$ cat config.mk
export PLATFORM = sky130hd
export DESIGN_NAME = pwm_dt_gen
export DESIGN_NICKNAME = d
export VERILOG_FILES = /design/src/rtl/pwm_pkg.sv /design/src/rtl/pwm_deadband.sv /design/src/rtl/pwm_dt_gen.sv
export SDC_FILE = /design/constraint.sdc
export NUM_CORES = 1
export LEC_CHECK = 0
export BUFFER_PORTS_ARGS = -buffer_cell sky130_fd_sc_hd__buf_2
export CORE_UTILIZATION = 45
export DETAILED_ROUTE_END_ITERATION = 12
export HOLD_SLACK_MARGIN = 0.15
export SLEW_MARGIN = 15
export SYNTH_ARGS = -nofsm -noshare
export SYNTH_HDL_FRONTEND = slang
export SYNTH_SLANG_ARGS = --single-unit
$ cat constraint.sdc
create_clock -name clk -period 4 [get_ports clk]
set_input_delay 0.8 -clock clk [delete_from_list [all_inputs] [get_ports clk]]
set_output_delay 0.8 -clock clk [all_outputs]
set_load 0.02 [all_outputs]
$ cat src/rtl/pwm_pkg.sv
// Shared types and default widths for the complementary PWM generator.
package pwm_pkg;

    typedef enum logic [1:0] {
        DRIVE_LO = 2'd0,
        DEAD_HI  = 2'd1,
        DRIVE_HI = 2'd2,
        DEAD_LO  = 2'd3
    } pwm_state_t;

    localparam int PWM_W    = 11;
    localparam int PWM_DT_W = 6;

endpackage

$ cat src/rtl/pwm_deadband.sv
// Dead-band FSM: turns the raw PWM request into a non-overlapping gate pair,
// holding both sides off for dt_q cycles around every edge.
module pwm_deadband
    import pwm_pkg::*;
#(
    parameter int DT_WIDTH = PWM_DT_W
) (
    input  logic                clk,
    input  logic                rst_n,
    input  logic                raw,
    input  logic [DT_WIDTH-1:0] dt_q,
    output logic                PWM_sig,
    output logic                PWM_sig_n
);

    pwm_state_t          state_q, state_d;
    logic [DT_WIDTH-1:0] timer_q, timer_d;
    logic                pwm_sig_q, pwm_sig_d;
    logic                pwm_sig_n_q, pwm_sig_n_d;

    always_comb begin
        state_d = state_q;
        timer_d = timer_q;
        case (state_q)
            DRIVE_LO: begin
                if (raw) begin
                    if (dt_q == '0) begin
                        state_d = DRIVE_HI;
                    end else begin
                        state_d = DEAD_HI;
                        timer_d = dt_q - 1'b1;
                    end
                end
            end
            // A request that vanishes mid-gap aborts the turn-on: minimum-pulse rule.
            DEAD_HI: begin
                if (!raw) begin
                    state_d = DRIVE_LO;
                end else if (timer_q == '0) begin
                    state_d = DRIVE_HI;
                end else begin
                    timer_d = timer_q - 1'b1;
                end
            end
            DRIVE_HI: begin
                if (!raw) begin
                    if (dt_q == '0) begin
                        state_d = DRIVE_LO;
                    end else begin
                        state_d = DEAD_LO;
                        timer_d = dt_q - 1'b1;
                    end
                end
            end
            DEAD_LO: begin
                if (raw) begin
                    state_d = DRIVE_HI;
                end else if (timer_q == '0) begin
                    state_d = DRIVE_LO;
                end else begin
                    timer_d = timer_q - 1'b1;
                end
            end
            default: state_d = DRIVE_LO;
        endcase
        pwm_sig_d   = (state_d == DRIVE_HI);
        pwm_sig_n_d = (state_d == DRIVE_LO);
    end

    always_ff @(posedge clk or negedge rst_n) begin
        if (!rst_n) begin
            state_q     <= DRIVE_LO;
            timer_q     <= '0;
            pwm_sig_q   <= 1'b0;
            pwm_sig_n_q <= 1'b1;
        end else begin
            state_q     <= state_d;
            timer_q     <= timer_d;
            pwm_sig_q   <= pwm_sig_d;
            pwm_sig_n_q <= pwm_sig_n_d;
        end
    end

    assign PWM_sig   = pwm_sig_q;
    assign PWM_sig_n = pwm_sig_n_q;

endmodule

$ cat src/rtl/pwm_dt_gen.sv
// Complementary PWM generator: free-running period counter, shadowed duty and
// dead-time (reloaded only at period boundaries or while idle), dead-band stage.
module pwm_dt_gen
    import pwm_pkg::*;
#(
    parameter int WIDTH    = PWM_W,
    parameter int DT_WIDTH = PWM_DT_W
) (
    input  logic                clk,
    input  logic                rst_n,
    input  logic                en,
    input  logic [WIDTH-1:0]    duty,
    input  logic [DT_WIDTH-1:0] dead_time,
    output logic                PWM_sig,
    output logic                PWM_sig_n,
    output logic                period_start
);

    localparam logic [WIDTH-1:0] CNT_MAX = '1;

    logic [WIDTH-1:0]    cnt_q, cnt_d;
    logic [WIDTH-1:0]    duty_q, duty_d;
    logic [DT_WIDTH-1:0] dt_q, dt_d;
    logic                period_start_q, period_start_d;
    logic                wrap;
    logic                raw;

    always_comb begin
        wrap           = en && (cnt_q == CNT_MAX);
        cnt_d          = en ? cnt_q + 1'b1 : '0;
        duty_d         = duty_q;
        dt_d           = dt_q;
        // Shadow reload only when idle or at the last count, so a write never splits a period.
        if (!en || wrap) begin
            duty_d = duty;
            dt_d   = dead_time;
        end
        period_start_d = wrap;
        raw            = en && (cnt_q < duty_q);
    end

    always_ff @(posedge clk or negedge rst_n) begin
        if (!rst_n) begin
            cnt_q          <= '0;
            duty_q         <= '0;
            dt_q           <= '0;
            period_start_q <= 1'b0;
        end else begin
            cnt_q          <= cnt_d;
            duty_q         <= duty_d;
            dt_q           <= dt_d;
            period_start_q <= period_start_d;
        end
    end

    assign period_start = period_start_q;

    pwm_deadband #(
        .DT_WIDTH (DT_WIDTH)
    ) u_deadband (
        .clk       (clk),
        .rst_n     (rst_n),
        .raw       (raw),
        .dt_q      (dt_q),
        .PWM_sig   (PWM_sig),
        .PWM_sig_n (PWM_sig_n)
    );

endmodule
Word-level counts from Yosys, hierarchy flattened
Index checks and enable logic that the tools add are counted.

word-level totals
  memories kept = 0
  bits in writable memories = 0
  register bits after elaboration = 39
  logic and storage cells = 47
  output and inout port bits = 3
  ROM bits = 0
  latch bits = 0

operators by class
  bitwise operators = 0
  multiplexer cells = 17
  div/mod/pow operators = 0
  shift operators = 0
  $mul = 0
  eq/ne operators = 9
  magnitude comparators = 1
  reductions and logical operators = 9
  $add $sub $neg = 3

operators with widths
  cell                   count
  $mux 6                 6
  $pmux 6 s4             1
  $mux 2                 8
  $logic_not 6->1        2
  $sub 6x1->6 const B    2
  $add 11x1->11 const B  1
  $eq 11x11->1 const B   1
  $lt 11x11->1           1
  $mux 11                1
  $pmux 2 s4             1
  $eq 2x2->1 const B     3
  $logic_not 2->1        2
  $ne 2x1->1 const B     2
  $ne 2x2->1 const B     2
  $reduce_and 4->1       1
  $eq 2x1->1 const B     1
  $logic_and 1x1->1      2
  $logic_not 1->1        1
  $logic_or 1x1->1       1

Depth between registers and ports, before layout
  depth in word-level cells = 5
  depth in mapped cells = 9

Cells and area by module
A second synthesis with hierarchy kept.

second synthesis, totals
  cell total of the unflattened synthesis = 175
  area total of the unflattened synthesis = 2118.3 sq um

by module, submodules not included
  module        times used  area an instance (sq um)  cells each
  pwm_dt_gen    1           1503.9                    117
  pwm_deadband  1           614.3                     58

Least setup slack after synthesis
OpenSTA, ideal clock, no wires.

  kind = register to register
  start point = reg cnt_q[4]
  end point = reg u_deadband.timer_q[0]
  clock period less this slack = 2237 ps
  path buffers = 1
  library setup time = 127 ps
  arrival = 2110 ps
  stages on the path, launching flop included = 8
  path slack = 1763 ps
  path through = dfrtp_1 > ha_1 > and4_1 > and2_4 > a221oi_4 > mux2i_1 > buf_4 > mux2_1

on the way
  longest elaborated chain between the ends = 4
  elaborated cells on any way between the ends = 7
  classes of those cells = 1 x order compare; 4 x eq/ne; 2 x reduce/logical

RTL lines
  what                                                       RTL line            source
  start: declaration                                         pwm_dt_gen.sv:21    logic [WIDTH-1:0] cnt_q, cnt_d;
  start signal: assignment                                   pwm_dt_gen.sv:49    cnt_q <= cnt_d;
  $lt 11x11->1 (*)                                           pwm_dt_gen.sv:39    raw = en && (cnt_q < duty_q);
  $logic_and 1x1->1 (*)                                      pwm_dt_gen.sv:39
  $ne 2x2->1 (no source line) or $ne 2x1->1 (tied branches)  --
  $reduce_and 4->1 (no source line) (*)                      --
  end signal: assignment                                     pwm_deadband.sv:78  timer_q <= timer_d;
  end: declaration                                           pwm_deadband.sv:17  logic [DT_WIDTH-1:0] timer_q, timer_d;

Mark *: on every way between the ends. The rest lies on a longest branch, timed or not.
A chain may end at the register's enable or synchronous reset.

Final worst setup path
Same ends and word-level chain as after synthesis.

==> metrics.md <==
| Metric | Value |
|---|---|
| Outcome | complete, no violations |
| Hold_buf cts | 0 |
| Clock Latency Late Sink | 290 ps |
| Met1 wire length | 1.619 mm |
| Final Skew | 8.650 ps |
| Placed inst area | 2181 µm² |
| Syn_area_per_cell | 10.43 µm² |
| RSZ-0062 raised after global routing | false |
| Max FO, Critical Path | 11 |
| CTS tree | yes |
| Initial antenna violation count | 0 |
| Area grow syn2layout | 11.81% |
| Crit path DAT | 2930 ps |
| Design Area, Final | 2262 µm² |
| Number of global-route vias before repair | 1535 |
| Number of I/O port buffers | 22 |
| I/O pins | 23 |
| Yosys cell types | 46 |
| Max-slew violation total from the final report | 0 |
| Initial Util | 46.79% |
| Leak pwr | 0.001070 µW |
| Critical path class | register to register |
| First-pass GRT wire length | 6.748 mm |
| Nets@finish | 251 |
| Fmax | 0.3623 GHz |
| DR WL/cell | 14.11 µm |
| Max layer used | met4 |
| Synthesized instance count | 194 |
| Fin Setup TNS | 0 ps |
| Headroom to the max-slew limit | 41.85% |
| Least-Margin Pin Slew | 848.0 ps |
| Num Clock Sinks | 39 |
| Post-CTS setup buffers | 0 |
| Die area | 4768 µm² |
| Tcrit/Tclk final | 69.01% |
| Cell area power density | 470.3 nW/µm² |
| Routed Antenna Nets | 0 |
| Share of Yosys cell area claimed by the top area cell type | 47.00% |
| Largest net degree at the start of global routing | 40 |
| Critical Path RT | 4170 ps |
| CP Capture Type | register |
| Worst setup SP type | register |
| Fraction of layout cells with a size suffix above 1 | 21.82% |
| Total power | 1064 µW |
| Antenna cells | 0 |
| Syn Nets | 226 |
| Post-synthesis async set-or-reset flop share | 100.0% |
| Clk buf depth | 2 |
| Hold crit path type | register to register |
| Via count | 1478 |
| DRC errors left | 0 |
| Gr usage total | 18.12% |
| Routed wl met2 | 1.907 mm |
| Width of the die | 69.05 µm |
| Maxcap violations | 0 |
| H-tree depth | 2 |
| Post-synth EDFFs | 0 |
| Synthesized flop and latch total | 39 |
| Dominant synthesized flop cell | dfrtp_1 |
| CORE AREA | 4324 µm² |
| Synthesized area | 2023 µm² |
| Synth top area cells | dfrtp_1 (47%), ha_1 (7.4%), o21ai_0 (5.2%) |
| RD Place Congestion | 0.7925 |
| Vias per inst | 5.434 |
| Post-CTS sizing | 0 |
| Drt first pass iters | 4 |
| Fin crit period | 2760 ps |
| Final setup vio count | 0 |
| Rows | 24 |
| Seq/Total Area, Yosys | 48.30% |
| TritonCTS buffer count | 5 |
| Met3 wire length | 157 µm |
| Leading area contributor after synthesis | dfrtp_1 |
| Dpl hpwl | 2.843 mm |
| Yosys warns | 0 |
| Initial DRC Count | 77 |
| Global route total overflow | 0 |
| Die height | 69.05 µm |
| Clock root buffer master | clkbuf_8 |
| Final Hold Vio Count | 0 |
| Fillers | 409 |
| CTS clock-pin slew for the worst setup and hold paths | 70 ps |
| Peak VDD IR | 0.1964 mV |
| Total routed wirelength | 3.838 mm |
## cell usage after synthesis (all sizes together) (2+ instances only)
cell / count
a21oi: 8
and2: 3
and3: 2
and4: 2
buf: 3
clkbuf: 2
dfrtp: 38
ha: 12
inv: 14
mux2: 8
mux2i: 4
nand2: 21
nor2: 10
nor2b: 4
nor3: 4
nor3b: 2
o21a: 2
o21ai: 22
or2: 2
or3: 6
xnor2: 2
xor2: 6
## worst paths after layout
check | to | startpoint | slack, ps | cells after the start
setup / recovery | u_deadband.timer_q[0] | cnt_q[4] | 1240 | 6
hold / removal | cnt_q[0] | cnt_q[0] | 500 | 1
setup reg to reg | u_deadband.timer_q[0] | cnt_q[4] | 1240 | 6
hold reg to reg | cnt_q[0] | cnt_q[0] | 500 | 1
max in group asynchronous | cnt_q[8] | rst_n | 2830 | 1
min in group asynchronous | dt_q[5] | rst_n | 620 | 1
## power by group
part / switching [µW] / internal [µW] / total (µW) / leakage, µW
sequential: 67.0 / 462 / 529 / 0.000488
combinational: 146 / 136 / 283 / 0.000540
clock: 130 / 122 / 252 / 0.0000422
## state kept, by name, summed over array words and instances, names as in the netlist
| register | cells |
|---|---|
| u_deadband.PWM_sig_n | 1 |
| duty_q | 11 |
| dt_q | 6 |
| cnt_q | 11 |
| u_deadband.state_q | 2 |
| period_start | 1 |
| u_deadband.timer_q | 6 |
| u_deadband.PWM_sig | 1 |
## cells by family (layout without fill, tap and decap cells)
| logic type | Yosys count | after routing | synth area share [%] |
|---|---|---|---|
| compound gates | 43 | 43 | 13.85 |
| xor+xnor | 8 | 8 | 3.463 |
| fa+ha+maj | 12 | 12 | 7.421 |
| buf+inv | 19 | 45 | 3.835 |
| flops | 39 | 39 | 48.30 |
| mux | 12 | 12 | 6.432 |
| simple gates | 61 | 61 | 16.70 |
## cell type report
| cell class | count | area (µm²) | area share [%] |
|---|---|---|---|
| Clock buffer | 7 | 76.32 | 3.374 |
| Tap cell | 52 | 65.06 | 2.876 |
| Multi-Input combinational cell | 136 | 968.4 | 42.81 |
| Timing Repair Buffer | 23 | 117.6 | 5.199 |
| Clock inverter | 1 | 5.005 | 0.2212 |
| Sequential cell | 39 | 977.2 | 43.20 |
| Inverter | 14 | 52.55 | 2.323 |
## cell usage in the layout (no fill, tap or decap), drive strengths merged, types with 2 or more instances in the layout
cell	synthesis	routed
a21oi	8	8
dfrtp	38	38
nor3	4	4
inv	14	14
nor2	10	10
nor2b	4	4
or2	2	2
nand2	21	21
and2	3	3
clkbuf	2	7
o21a	2	2
mux2	8	8
nor3b	2	2
and3	2	2
mux2i	4	4
buf	3	23
or3	6	6
o21ai	22	22
xnor2	2	2
ha	12	12
xor2	6	6
and4	2	2
## per-stage QoR
stage	utilization, %	std cells	hold WS, ps	setup WS [ps]
final	52.31	272	501.9	1240
after global placement	50.43	264	474.1	1294
after CTS	52.31	272	491.4	1213
after global routing	52.31	272	527.6	1040
after detailed placement	50.43	264	478.7	1218
after floorplan	-	194	444.8	1763
## critical path: stages (launching register included)
cell and delay, ps:
dfrtp_1 420, ha_1 320, and4_1 210, and2_4 160
a221oi_4 380, mux2i_1 760, mux2_1 390
## per-layer routing
metal | track usage [%] | vias up
met3 | 4.971 | 13
met1 | 21.19 | 709
met5 | 0 | -
met4 | 10.66 | 0
li1 | - | 721
met2 | 29.67 | 35
(Power assumes the default switching activity.)
